File: src/rtl/frame_fifo_mii_tx.sv
// Drains length-prefixed frames from the egress byte FIFO and sends them on MII TX
// with preamble/SFD, inter-frame gap, underrun abort and oversize-length drop.
module frame_fifo_mii_tx #(
    parameter int MAX_LEN     = 1518,
    parameter int IFG_NIBBLES = 24
) (
    input  logic       sys_clk,
    input  logic       rst,
    input  logic [7:0] fifo_dout,
    input  logic       fifo_empty,
    output logic       fifo_ren,
    output logic [3:0] txd,
    output logic       tx_en,
    output logic       tx_er,
    output logic       busy,
    output logic       frame_done,
    output logic       underrun_err,
    output logic       len_err
);

    localparam logic [15:0] MAX_L    = 16'(MAX_LEN);
    localparam logic [15:0] IFG_LAST = 16'(IFG_NIBBLES - 1);

    typedef enum logic [2:0] {
        IDLE, HDR_H, HDR_L, PREAMBLE, DATA, ABORT, DRAIN, IFG
    } state_t;

    state_t      state, state_nxt;
    logic        rvalid;
    logic [7:0]  len_hi;
    logic [7:0]  byte_reg;
    logic [15:0] rem;
    logic [15:0] left;
    logic [15:0] cnt;
    logic        phase;
    logic        err_cyc;

    logic [15:0] len_full;
    logic        need_fetch;
    logic        underrun;
    logic        data_rd;
    logic        ren_c;
    logic [3:0]  txd_d;
    logic        tx_en_d;
    logic        tx_er_d;
    logic        done_d;
    logic        uerr_d;
    logic        lerr_d;

    assign len_full = {len_hi, fifo_dout};

    // A prefetch is due at preamble nibble 14 and at every low-nibble cycle while
    // bytes remain; an empty FIFO at that moment is an underrun.
    assign need_fetch = !err_cyc &&
                        ((state == PREAMBLE && cnt == 16'd14) ||
                         (state == DATA && !phase && rem != 16'd0));
    assign underrun   = need_fetch && fifo_empty;

    assign fifo_ren = ren_c && !rst;
    assign busy     = (state != IDLE);
    assign data_rd  = fifo_ren && (state == PREAMBLE || state == DATA || state == DRAIN);

    always_ff @(posedge sys_clk or posedge rst) begin
        if (rst) begin
            state <= IDLE;
        end else begin
            state <= state_nxt;
        end
    end

    always_comb begin
        state_nxt = state;
        case (state)
            IDLE:     if (!fifo_empty) state_nxt = HDR_H;
            HDR_H:    if (!fifo_empty) state_nxt = HDR_L;
            HDR_L: begin
                if (rvalid) begin
                    if (len_full == 16'd0)  state_nxt = IFG;
                    else if (len_full > MAX_L) state_nxt = DRAIN;
                    else                    state_nxt = PREAMBLE;
                end
            end
            PREAMBLE: begin
                if (err_cyc)                state_nxt = ABORT;
                else if (cnt == 16'd15)     state_nxt = DATA;
            end
            DATA: begin
                if (err_cyc)                          state_nxt = ABORT;
                else if (phase && left == 16'd1)      state_nxt = IFG;
            end
            ABORT:    state_nxt = DRAIN;
            DRAIN:    if (rem == 16'd0) state_nxt = IFG;
            IFG:      if (cnt == IFG_LAST) state_nxt = IDLE;
            default:  state_nxt = IDLE;
        endcase
    end

    // The *_d values are what the MII pins show next cycle, so each state
    // prepares the nibble belonging to the following cycle.
    always_comb begin
        ren_c   = 1'b0;
        txd_d   = 4'h0;
        tx_en_d = 1'b0;
        tx_er_d = 1'b0;
        done_d  = 1'b0;
        uerr_d  = 1'b0;
        lerr_d  = 1'b0;
        case (state)
            IDLE:  ren_c = !fifo_empty;
            HDR_H: ren_c = !fifo_empty;
            HDR_L: begin
                if (rvalid) begin
                    if (len_full == 16'd0 || len_full > MAX_L) begin
                        lerr_d = 1'b1;
                    end else begin
                        tx_en_d = 1'b1;
                        txd_d   = 4'h5;
                    end
                end
            end
            PREAMBLE: begin
                if (err_cyc) begin
                    uerr_d = 1'b1;
                end else if (underrun) begin
                    tx_en_d = 1'b1;
                    tx_er_d = 1'b1;
                end else begin
                    ren_c   = need_fetch;
                    tx_en_d = 1'b1;
                    if (cnt == 16'd15)      txd_d = fifo_dout[3:0];
                    else if (cnt == 16'd14) txd_d = 4'hD;
                    else                    txd_d = 4'h5;
                end
            end
            DATA: begin
                if (err_cyc) begin
                    uerr_d = 1'b1;
                end else if (underrun) begin
                    tx_en_d = 1'b1;
                    tx_er_d = 1'b1;
                end else begin
                    ren_c = need_fetch;
                    if (!phase) begin
                        tx_en_d = 1'b1;
                        txd_d   = byte_reg[7:4];
                    end else if (left == 16'd1) begin
                        done_d = 1'b1;
                    end else begin
                        tx_en_d = 1'b1;
                        txd_d   = fifo_dout[3:0];
                    end
                end
            end
            DRAIN:   ren_c = !fifo_empty && rem != 16'd0;
            default: ren_c = 1'b0;
        endcase
    end

    always_ff @(posedge sys_clk or posedge rst) begin
        if (rst) begin
            rvalid       <= 1'b0;
            len_hi       <= 8'h00;
            byte_reg     <= 8'h00;
            rem          <= 16'd0;
            left         <= 16'd0;
            cnt          <= 16'd0;
            phase        <= 1'b0;
            err_cyc      <= 1'b0;
            txd          <= 4'h0;
            tx_en        <= 1'b0;
            tx_er        <= 1'b0;
            frame_done   <= 1'b0;
            underrun_err <= 1'b0;
            len_err      <= 1'b0;
        end else begin
            rvalid <= fifo_ren && !fifo_empty;
            if (state == HDR_H && rvalid) len_hi <= fifo_dout;
            if (rvalid && (state == PREAMBLE || state == DATA)) byte_reg <= fifo_dout;

            // rem counts bytes not yet read; it saturates at zero.
            if (state == HDR_L && rvalid)        rem <= len_full;
            else if (data_rd && rem != 16'd0)    rem <= rem - 16'd1;

            if (state == HDR_L && rvalid)
                left <= len_full;
            else if (state == DATA && phase && !err_cyc && left != 16'd0)
                left <= left - 16'd1;

            cnt     <= (state_nxt == state && (state == PREAMBLE || state == IFG))
                       ? cnt + 16'd1 : 16'd0;
            phase   <= (state == DATA && !err_cyc) ? ~phase : 1'b0;
            err_cyc <= underrun;

            txd          <= txd_d;
            tx_en        <= tx_en_d;
            tx_er        <= tx_er_d;
            frame_done   <= done_d;
            underrun_err <= uerr_d;
            len_err      <= lerr_d;
        end
    end

endmodule
File: config.mk
export PLATFORM = sky130hd
export DESIGN_NAME = frame_fifo_mii_tx
export DESIGN_NICKNAME = d
export VERILOG_FILES = /design/src/rtl/frame_fifo_mii_tx.sv
export SDC_FILE = /design/constraint.sdc
export NUM_CORES = 1
export LEC_CHECK = 0
export ABC_CLOCK_PERIOD_IN_PS = 3200
export CAP_MARGIN = 30
export CORE_AREA = 2 2 89 91
export CTS_BUF_LIST = sky130_fd_sc_hd__clkbuf_16
export CTS_CLUSTER_SIZE = 25
export DETAILED_ROUTE_END_ITERATION = 8
export DIE_AREA = 0 0 91 93
export HOLD_SLACK_MARGIN = 0.15
export PLACE_DENSITY_LB_ADDON = 0.3
export SYNTH_ARGS = -nofsm -noshare
export SYNTH_HDL_FRONTEND = slang
export SYNTH_SLANG_ARGS = --single-unit
File: constraint.sdc
create_clock -name sys_clk -period 3.2 [get_ports sys_clk]
set_input_delay 0.32 -clock sys_clk [delete_from_list [all_inputs] [get_ports sys_clk]]
set_output_delay 0.32 -clock sys_clk [all_outputs]
set_load 0.005 [all_outputs]
---- After elaboration in Yosys (flattened, before gate mapping) ----
Index checks and enable logic that the tools add are counted.
cells by class
  order comparisons ....................... 1
  $add $sub $neg .......................... 3
  reductions and logical operators ........ 38
  bitwise logic cells ..................... 1
  eq/ne operators ......................... 12
  muxes and demuxes ....................... 53
operators by type and width
  operator               number
  $mux 16                5
  $mux 3                 13
  $eq 16x4->1 const B    2
  $logic_not 16->1       2
  $mux 4                 8
  $reduce_bool 16->1     2
  $sub 16x1->16 const B  2
  $pmux 3 s8             1
  $mux 1                 23
  $logic_and 1x1->1      19
  $add 16x1->16 const B  1
  $eq 16x1->1 const B    1
  $eq 16x5->1 const B    1
  $gt 16x11->1 const B   1
  $eq 3x3->1 const B     4
  $pmux 4 s3             1
  $eq 3x2->1 const B     2
  $pmux 1 s3             2
  $logic_or 1x1->1       5
  $logic_not 1->1        4
  $reduce_bool 2->1      2
  $reduce_or 2->1        2
  $eq 3x1->1 const B     1
  $eq 3x3->1             1
  3 further kinds        3
storage, ports and cells
  output and inout bits ................... 11
  input bits .............................. 11
  logic and storage cells ................. 123
  bits in registers ....................... 79

---- Longest topological paths before layout ----
  depth after elaboration ................. 14
  depth in mapped cells ................... 8
  gate-level depth less buffers ........... 7

---- Least setup slack after synthesis ----
Ideal clock, no wire load.
  kind .................................... register -> register
  start point ............................. register state[0]
  end point ............................... register rem[9]
  cell stages (with the launch flop) ...... 8
  data required time ...................... 3.075 ns
  data arrival time ....................... 2.118 ns
  setup time .............................. 0.125 ns
  setup slack ............................. 0.957 ns
  period minus slack after synthesis ...... 2.243 ns
  path buffers ............................ 1
  cells stage by stage .................... dfrtp_1 > buf_6 > nand2b_4 > a211o_1 > a21o_4 > or2_4 > or4_4 > mux2_4
between the ends
  longest elaborated chain between the ends .. 13
  elaborated cells between the ends (all ways) .. 25
  classes of those cells .................. eq/ne (5); mux (4); reduce/logical (16)
RTL lines
  element                          RTL line     text
  start: declaration               28           state_t state, state_nxt;
  start signal: assignment         67           state <= state_nxt;
  $eq 3x3->1                       56, 61, 108
  $logic_and 1x1->1 (2 in series)  56           (state == DATA && !phase && rem != 16'd0));
  $logic_or 1x1->1                 55           ((state == PREAMBLE && cnt == 16'd14) ||
  $logic_and 1x1->1                54           assign need_fetch = !err_cyc &&
  $logic_and 1x1->1                57           assign underrun = need_fetch && fifo_empty;
  $mux 1                           124, 138
  $mux 1                           122          if (err_cyc) begin
  $pmux 1 s3                       108          case (state)
  $logic_and 1x1->1                59           assign fifo_ren = ren_c && !rst;
  $logic_and 1x1->1                61           assign data_rd = fifo_ren && (state == PREAMBLE || state == DATA || state == DRAIN);
  $logic_and 1x1->1                182          else if (data_rd && rem != 16'd0) rem <= rem - 16'd1;
  $reduce_bool 2->1 (no line)      n/a
  end signal: assignment           181          if (state == HDR_L && rvalid) rem <= len_full;
  end signal: assignment           182
  end: declaration                 32           logic [15:0] rem;
Parallel ways exist; a longest one is shown, timed or not.
A chain may end at the register's enable or synchronous reset.

---- Worst setup path after layout ----
  start point ............................. register state[1]
  end point ............................... output fifo_ren
between the ends
  longest elaborated chain between the ends .. 10
  elaborated cells between the ends (all ways) .. 17
  classes of those cells .................. eq/ne (4); mux (3); reduce/logical (10)
RTL lines
  element                          RTL line  text
  $eq 3x3->1                       56, 108
  $logic_and 1x1->1 (2 in series)  56
  $logic_or 1x1->1                 55
  $logic_and 1x1->1                54
  $logic_and 1x1->1                57
  $mux 1                           124, 138
  $mux 1                           122
  $pmux 1 s3 (*)                   108
  $logic_and 1x1->1 (*)            59
  end: declaration                 11        output logic fifo_ren,
Every way passes the cells marked *; elsewhere a longest branch is shown, timed or not.

==> impl_metrics.json <==
{
  "status": "finished clean",
  "port_buffers": 21,
  "initial_core_util_pct": 53.4,
  "dpl_cell_area_um2": 4370,
  "path_max_fanout": 14,
  "clockRootBuffer": "clkbuf_16",
  "drt-initial-drc-count": 225,
  "reg_top3": "cnt (16), left (16), rem (16)",
  "drive_gt1_share_pct": 12.1,
  "drt_first_pass_iters": 5,
  "boundaryPins": 22,
  "cts_resized": 0,
  "synth_fp_nets": 430,
  "grt.total_usage_pct": 23.6,
  "finalInstanceArea_um2": 4710,
  "fmax_mhz": 362,
  "final_cells": 549,
  "synth_seq_cells": 75,
  "syn_to_final_growth_pct": 17.3,
  "total_power_mw": 3.94,
  "slew_violations": 0,
  "die_x_um": 91,
  "overflow": 0,
  "synthArstFlopShare_pct": 100,
  "netlist_top_cells_area": "dfrtp_1 47%, nand2_1 4.3%, nor2_1 4.3%",
  "cts_max_level": 3,
  "worst_clock_skew_ns": 0.00670,
  "tightest_slew_ns": 0.658,
  "fin_crit_ns": 2.76,
  "critPathSlowestCell": "dfrtp_1",
  "synth_most_common_cell": "dfrtp_1",
  "crit_path_end_kind": "output port",
  "leakage_nw": 1.95,
  "grt_max_degree": 38,
  "drc": 0,
  "yosys.area.top_type_share_pct": 46.7,
  "fin_crit_sh_pct": 86.3,
  "rrSetupSlack_ns": 0.60,
  "antenna_found_initial": 0,
  "crit_chain": "nand2_1 > nor3_4 > a31oi_1 > a211oi_1 > clkdlybuf4s50_1",
  "start_kind": "register",
  "cts_tree": "done",
  "hold_path_class": "primary input to async pin",
  "num-fill-cells": 642,
  "vias_per_cell": 6.10,
  "rsz0062_at_grt": "no",
  "rows": 32,
  "clk_latency_ns": 0.33,
  "hold_viol": 0,
  "netlist_top_cells_count": "75 x dfrtp_1, 46 x nand2_1, 46 x nor2_1",
  "vias": 3347,
  "power.density_nw_per_um2": 835,
  "cts.sinks": 75,
  "gp_congestion": 0.915,
  "postSynthCellCount": 413,
  "synth_area_um2": 4020,
  "path_class": "register to output port",
  "maxCapViolCount": 0,
  "layout.nets": 459,
  "ys_seq_area_share_pct": 46.7,
  "diodes": 0,
  "yosys.area.top_type": "dfrtp_1",
  "vdd_drop_max_mv": 0.323,
  "synthFlopType": "dfrtp_1",
  "cts_made_buffers": 9,
  "clk_pin_slew_worst_paths_ns": 0.06,
  "die_y_um": 93,
  "post_cts_buffers": 0,
  "slowest_delay_ns": 0.58,
  "grt_pass1_vias": 3247,
  "dpl.hpwl_mm": 6.66,
  "grt_pass1_wl_mm": 15.8,
  "cts_hold_buf": 0,
  "ys_types": 63,
  "avgRoutedWirePerCell_um": 17.3,
  "fin_hold_ws_ns": 0.373,
  "worstPathArrival_ns": 2.44,
  "setup-tns-final_ns": 0,
  "ant_nets": 0,
  "core_um2": 7530,
  "design.die.area_um2": 8460,
  "dp_cells": 533,
  "synth-edff-count": 0,
  "setup_violations": 0,
  "clk_path_buf_depth": 2,
  "drt_wl_total_mm": 9.49,
  "postSynthAreaPerCell_um2": 9.73,
  "slew_headroom_pct": 56.1,
  "cp_data_required_time_ns": 2.88,
  "yosysWarnings": 0
}
layout by cell type, fill, tap and decap left out, types with 3 or more instances in the layout:
| cell | Yosys | layout |
|---|---|---|
| o211ai_1 | 8 | 8 |
| and3_1 | 8 | 8 |
| buf_4 | 1 | 7 |
| clkdlybuf4s50_1 | 0 | 21 |
| nor4_1 | 12 | 12 |
| xnor2_1 | 12 | 12 |
| nand3b_1 | 5 | 5 |
| ha_1 | 6 | 6 |
| and2_1 | 5 | 5 |
| o31ai_1 | 3 | 3 |
| bufinv_16 | 0 | 3 |
| a21boi_0 | 3 | 3 |
| dfrtp_1 | 75 | 75 |
| mux2_2 | 13 | 13 |
| nand3_1 | 23 | 23 |
| o311ai_0 | 6 | 6 |
| a31oi_1 | 4 | 4 |
| nor2_1 | 46 | 46 |
| a21oi_1 | 11 | 11 |
| clkbuf_16 | 0 | 9 |
| nor3_1 | 12 | 12 |
| xor2_1 | 13 | 13 |
| o21bai_1 | 3 | 3 |
| nand2_1 | 46 | 46 |
| or3_1 | 9 | 9 |
| nand4_1 | 6 | 6 |
| a211oi_1 | 3 | 3 |
| o21ai_0 | 17 | 17 |
| or4_1 | 3 | 3 |
| inv_1 | 10 | 10 |
critical path, delay by kind of cell, from the launching register on:
| family | cells | cell delay [ns] |
|---|---|---|
| buffers and inverters | 1 | 0.54 |
| flip-flops | 1 | 0.58 |
| AO/OA/AOI/OAI | 2 | 0.42 |
| AND/OR/NAND/NOR | 2 | 0.57 |
final cells by class:
cell class                 instances  area, um^2  area share (%)
clock buffer                       9         225            4.78
clock inverter                     7         116            2.47
inverter                          10        37.5           0.796
multi-input combinational        317        2050            43.4
sequential                        75        1880            39.8
tap                              102         128            2.71
timing repair buffer              29         283            6.00
metrics by stage:
| step | utilization, % | setup slack (ns) |
|---|---|---|
| floorplan | - | 0.957 |
| global placement | 58.0 | 0.569 |
| detailed placement | 58.1 | 0.525 |
| CTS | 62.6 | 0.427 |
| global route | 62.6 | 0.264 |
| finish | 62.6 | 0.440 |
per-layer routing:
metal | share of wire, % | global-route usage [%] | vias up
li1 | - | - | 1577
met1 | 42 | 30.7 | 1623
met2 | 49 | 38.9 | 127
met3 | 6.4 | 5.88 | 20
met4 | 1.9 | 7.83 | 0
met5 | 0 | 0 | -
final timing paths:
path                       startpoint       end  cells past startpoint
setup / recovery             state[1]  fifo_ren                      5
hold / removal                    rst  state[0]                      2
setup reg to reg             state[1]    rem[9]                      6
hold reg to reg                rem[1]    rem[1]                      1
max in group asynchronous         rst   left[6]                      3
min in group sys_clk           rem[1]    rem[1]                      1
cells by family after synthesis:
group,Yosys count,share of synthesized area (%)
xor gates and xnor gates,25,5.45
adders and majority gates,6,1.87
and+or+nand+nor,192,25.4
DFF,75,46.7
AOI/OAI and AO/OA,80,14.3
muxes,14,4.02
buffers and inverters,21,2.30
power breakdown:
part | switching (mW) | internal, mW | total [mW]
logic | 0.621 | 0.553 | 1.17
registers | 0.343 | 1.26 | 1.61
clock network | 0.396 | 0.761 | 1.16
(Power assumes the default switching activity.)
